==> src/rtl/hfg_norm_scheduler.sv <==
// hfg_norm_scheduler: round-robin sharing of one fixed-latency normalization unit, with tag re-alignment and a credit-guarded result FIFO.
// Defining HFG_SCHED_STATS_EN adds per-requester saturating grant counters on oGrant_Count.
module hfg_norm_scheduler #(
  parameter int NUM_REQ      = 4,
  parameter int REQ_W        = 2,
  parameter int NORM_LATENCY = 2,
  parameter int FIFO_DEPTH   = 4
) (
  input  logic                   iClk,
  input  logic                   iReset_n,
  input  logic                   iEnable,
  input  logic [NUM_REQ-1:0]     iReq_Valid,
  input  logic [NUM_REQ*21-1:0]  iReq_Pre_Feature,
  output logic [NUM_REQ-1:0]     oReq_Ready,
  output logic [20:0]            oNorm_Pre_Feature,
  input  logic [31:0]            iNorm_Feature,
  output logic                   oRes_Valid,
  output logic [REQ_W-1:0]       oRes_Id,
  output logic [31:0]            oRes_Feature,
  input  logic                   iRes_Ready,
  output logic                   oBusy
`ifdef HFG_SCHED_STATS_EN
  ,
  output logic [NUM_REQ*16-1:0]  oGrant_Count
`endif
);
  localparam int STAGES = NORM_LATENCY + 1;
  localparam int AW     = $clog2(FIFO_DEPTH);
  localparam int CW     = AW + 1;
  localparam int FW     = $clog2(STAGES + 1);
  localparam int SW     = CW + FW;
  typedef enum logic [1:0] {IDLE, RUN, DRAIN} state_t;
  state_t state, state_nx;
  logic [REQ_W-1:0] ptr, gnt_id, cand;
  logic gnt, has_credit, push, pop, drained;
  logic [STAGES-1:0] tag_v;
  logic [REQ_W-1:0] tag_id [STAGES];
  logic [FW-1:0] in_flight;
  logic [CW-1:0] fifo_count;
  logic [AW-1:0] wr_ptr, rd_ptr;
  logic [REQ_W+31:0] mem [FIFO_DEPTH];

  always_comb begin
    in_flight = '0;
    for (int i = 0; i < STAGES; i++) in_flight = in_flight + FW'(tag_v[i]);
  end

  // Every issue still in the unit owns a FIFO slot, so the unit can never be stalled.
  assign has_credit = SW'(fifo_count) + SW'(in_flight) < SW'(FIFO_DEPTH);
  assign drained    = in_flight == '0 && fifo_count == '0;

  // Scan from the farthest candidate back to ptr so the closest valid one wins.
  always_comb begin
    gnt    = 1'b0;
    gnt_id = '0;
    cand   = '0;
    for (int i = NUM_REQ - 1; i >= 0; i--) begin
      cand = REQ_W'((int'(ptr) + i) % NUM_REQ);
      if (iReq_Valid[cand]) begin
        gnt    = 1'b1;
        gnt_id = cand;
      end
    end
    gnt = gnt && state == RUN && has_credit;
  end

  assign oReq_Ready = gnt ? NUM_REQ'(1) << gnt_id : '0;

  always_comb begin
    state_nx = state;
    if (iEnable) state_nx = RUN;
    else if (state == RUN || (state == DRAIN && !drained)) state_nx = DRAIN;
    else state_nx = IDLE;
  end

  assign push         = tag_v[STAGES-1];
  assign oRes_Valid   = fifo_count != '0;
  assign pop          = oRes_Valid && iRes_Ready;
  assign oRes_Id      = oRes_Valid ? mem[rd_ptr][REQ_W+31:32] : '0;
  assign oRes_Feature = oRes_Valid ? mem[rd_ptr][31:0] : '0;
  assign oBusy        = state != IDLE;

  always_ff @(posedge iClk or negedge iReset_n) begin
    if (!iReset_n) begin
      state             <= IDLE;
      ptr               <= '0;
      oNorm_Pre_Feature <= '0;
      tag_v             <= '0;
      for (int i = 0; i < STAGES; i++) tag_id[i] <= '0;
      fifo_count        <= '0;
      wr_ptr            <= '0;
      rd_ptr            <= '0;
    end else begin
      state     <= state_nx;
      tag_v     <= {tag_v[STAGES-2:0], gnt};
      tag_id[0] <= gnt_id;
      for (int i = 1; i < STAGES; i++) tag_id[i] <= tag_id[i-1];
      if (gnt) begin
        ptr               <= int'(gnt_id) == NUM_REQ - 1 ? '0 : gnt_id + 1'b1;
        oNorm_Pre_Feature <= iReq_Pre_Feature[int'(gnt_id)*21 +: 21];
      end
      if (push) wr_ptr <= wr_ptr + 1'b1;
      if (pop) rd_ptr <= rd_ptr + 1'b1;
      fifo_count <= fifo_count + CW'(push) - CW'(pop);
    end
  end

  // The last tag stage lines up with the unit output, so its id travels with the result.
  always_ff @(posedge iClk) begin
    if (push) mem[wr_ptr] <= {tag_id[STAGES-1], iNorm_Feature};
  end

  assert property (@(posedge iClk) disable iff (!iReset_n)
    !(push && !pop && fifo_count == CW'(FIFO_DEPTH)));

`ifdef HFG_SCHED_STATS_EN
  logic [15:0] grant_cnt [NUM_REQ];

  always_ff @(posedge iClk or negedge iReset_n) begin
    if (!iReset_n) begin
      for (int i = 0; i < NUM_REQ; i++) grant_cnt[i] <= '0;
    end else if (gnt && grant_cnt[gnt_id] != 16'hFFFF) begin
      grant_cnt[gnt_id] <= grant_cnt[gnt_id] + 16'd1;
    end
  end

  for (genvar k = 0; k < NUM_REQ; k++) begin : g_cnt
    assign oGrant_Count[16*k +: 16] = grant_cnt[k];
  end
`endif
endmodule

==> config.mk <==
export PLATFORM = sky130hd
export DESIGN_NAME = hfg_norm_scheduler
export DESIGN_NICKNAME = d
export VERILOG_FILES = /design/src/rtl/hfg_norm_scheduler.sv
export SDC_FILE = /design/constraint.sdc
export NUM_CORES = 1
export LEC_CHECK = 0
export ABC_AREA = 1
export CORE_MARGIN = 4
export CORE_UTILIZATION = 45
export DETAILED_ROUTE_END_ITERATION = 10
export PLACE_DENSITY = 0.79
export SLEW_MARGIN = 20
export SYNTH_ARGS = -nofsm -noshare
export SYNTH_HDL_FRONTEND = slang
export SYNTH_SLANG_ARGS = --single-unit
==> constraint.sdc <==
create_clock -name iClk -period 6.65 [get_ports iClk]
set_clock_uncertainty 0.15 [all_clocks]
set_input_delay 1.33 -clock iClk [delete_from_list [all_inputs] [get_ports iClk]]
set_output_delay 1.33 -clock iClk [all_outputs]
set_load 0.05 [all_outputs]
==> reports/results.txt <==
Crit path required time = 5.17 ns
vias in the first global route = 6394
hold crit path type = reg -> reg
RSZ-0062 raised after global routing = no
fin crit period = 5.58 ns
number of clock sinks = 177
CP Max Fanout = 23
distinct cell type count after synthesis = 34
post-CTS setup buffer count = 0
core box area = 0.0180 mm2
Remaining DRCs = 0
via-per-instance ratio = 4.99
CP arrival = 4.10 ns
min-delay src = tag_id[5]
Skew-Pair Late Insertion Delay = 0.42 ns
clock root cell = clkbuf_16
Fin. Hold Viols = 0
die height = 144 um
GRT Util Overall = 19.5%
fmax = 179 MHz
first-pass GRT wire length = 31100 um
H-tree level count = 4
final-report setup violation count = 0
Avg WL per Cell = 15.4 um
Post-Syn Nets = 1012
critical path launch point = iReq_Valid[1]
largest net degree at the start of global routing = 71
fin crit share = 84.0%
# fillers = 1510
initial antenna violation count = 0
most frequent cells in the layout = 183 x clkdlybuf4s50_1, 157 x nand2_1, 146 x nor2_1
CTS clk-pin slew, worst paths = 0.07 ns
worst rel slew slack = 34.0%
DP Area = 0.0103 mm2
Max Slew Vio Count = 0
CP Class = in -> out
flops & latches, synth = 177
status = completed
Max IR drop VDD = 0.000482 V
Chip Width = 144 um
CTS Buffer Depth = 2
post-route ant nets = 0
Port Buffers = 184
Antenna Cells = 0
Final HPWL DP = 12900 um
setup TNS = 0 ns
Yosys warnings = 0
I/O pins = 185
instance count of the mapped netlist = 875
Routability Congestion = 0.879
die footprint = 0.0206 mm2
via count = 6411
drt first pass iters = 4
Final Cell Area = 0.0108 mm2
Worst setup SP type = primary input
max-cap violations = 0
aggregate global routing overflow = 0
CTS tree = done
sequential area share after synthesis = 61.7%
Area Overhead vs Synth = 31.0%
Worst Max-Slew Pin Slew = 0.988 ns
Inserted Clock Buffers = 17
PD cells = 519 mW/mm2
ratio of cells with drive above 1 in the final layout = 6.26%
NumNets Final = 1179
Pleak = 0.00459 uW
Crit. End Element = primary output
final WL = 19700 um
mean post-synth cell area = 9.47 um2
Netlist Area Pre-Place = 0.00828 mm2
row count = 49
drt initial violations = 338
Initial Util = 46.0%
commonest non-fill, non-tap cell in the layout = clkdlybuf4s50_1
CTS hold repair buffers = 0
r2r startpoint = tag_v[2]
PostCTS Resize Cnt = 0
==> synthesized netlist by cell type <==
library cell	count	share of area [%]
clkinv_1	1	0.045
inv_6	1	0.11
buf_4	9	0.82
buf_1	2	0.091
xnor2_1	1	0.11
a21oi_1	35	2.1
buf_2	11	0.66
o21ai_2	1	0.11
nand3_4	1	0.21
nor2_1	146	6.6
fa_1	2	0.48
xor2_1	3	0.32
clkbuf_1	23	1.0
dfrtp_1	41	12
inv_2	4	0.18
a311oi_1	1	0.11
inv_1	111	5.0
or2_2	1	0.076
nand2_4	1	0.14
nand2_2	6	0.45
edfxtp_1	136	49
a21boi_2	1	0.14
nand3_1	88	5.3
o311ai_0	1	0.11
nand3_2	3	0.36
ha_1	11	1.7
nand4_1	1	0.076
or2_1	1	0.076
nor3_2	1	0.12
o21ai_0	70	4.2
o21ai_1	1	0.060
buf_6	2	0.27
nand2_1	157	7.1
inv_4	1	0.076
==> layout make-up <==
cell class,instances,area (um2),area share (%)
clock inverters,13,136,1.26
multi-input cells,533,2490,22.9
repair buffers,195,1920,17.7
flip-flops and latches,177,5110,47.1
inverters,118,450,4.15
well taps,229,287,2.64
clock buffers,19,453,4.17
==> worst max-delay path, stage by stage <==
cell and delay [ns]:
clkdlybuf4s50_1 0.50, inv_1 0.05, nand2_1 0.11, nand2_1 0.07, nor2_1 0.10, nor2_1 0.06
o21ai_2 0.18, nand2_1 0.09, nand2_2 0.38, ha_1 0.23, inv_1 0.04, nor2_1 0.12
clkdlybuf4s50_1 0.85
==> report_power, final <==
group	switching [uW]	internal, uW	leakage, uW
combinational	2160	974	0.00256
sequential	112	1430	0.00174
clock	441	520	0.000291
total	2710	2920	0.00459
==> kinds of logic after synthesis <==
family                   after synthesis  synth area share, %
flip-flops                           177                 61.7
XOR/XNOR                               4                0.423
AO/OA/AOI/OAI                        110                 6.86
AND/OR/NAND/NOR                      406                 20.6
buffers and inverters                165                 8.32
adder cells (fa/ha/maj)               13                 2.15
==> flip-flops by register name, indices dropped and copies added (netlist names) <==
signal             flops
oNorm_Pre_Feature     21
wr_ptr                 2
state                  2
tag_id                 6
ptr                    2
rd_ptr                 2
mem                  136
tag_v                  3
fifo_count             3
==> stage by stage <==
stage / setup slack (ns) / total power [uW] / util (%) / std cells / hold slack [ns]
2_1_floorplan: 2.21 / 3810 / - / 875 / 0.181
3_3_place_gp: 1.21 / 4660 / 56.9 / 1252 / 0.187
3_5_place_dp: 1.06 / 4720 / 56.9 / 1252 / 0.185
4_1_cts: 1.06 / 5690 / 60.2 / 1284 / 0.205
5_1_grt: 0.903 / 6020 / 60.2 / 1284 / 0.218
6_report: 1.07 / 5630 / 60.2 / 1284 / 0.204
==> metal layers <==
metal | track usage [%] | part of all wire, %
met2 | 33.4 | 50
met4 | 7.68 | 1.8
met1 | 22.2 | 39
met3 | 7.12 | 9.4
met5 | 0 | 0
==> worst paths after layout <==
check	slack [ns]	end	cells past startpoint
worst max register to register	3.79	ptr[1]	9
worst min-delay path	0.20	tag_id[3]	0
worst min register to register	0.20	tag_id[3]	0
worst max-delay path	1.07	oReq_Ready[0]	13
max in group asynchronous	5.21	rd_ptr[0]	1
min in group asynchronous	0.73	oNorm_Pre_Feature[4]	1
(Power assumes the default switching activity.)
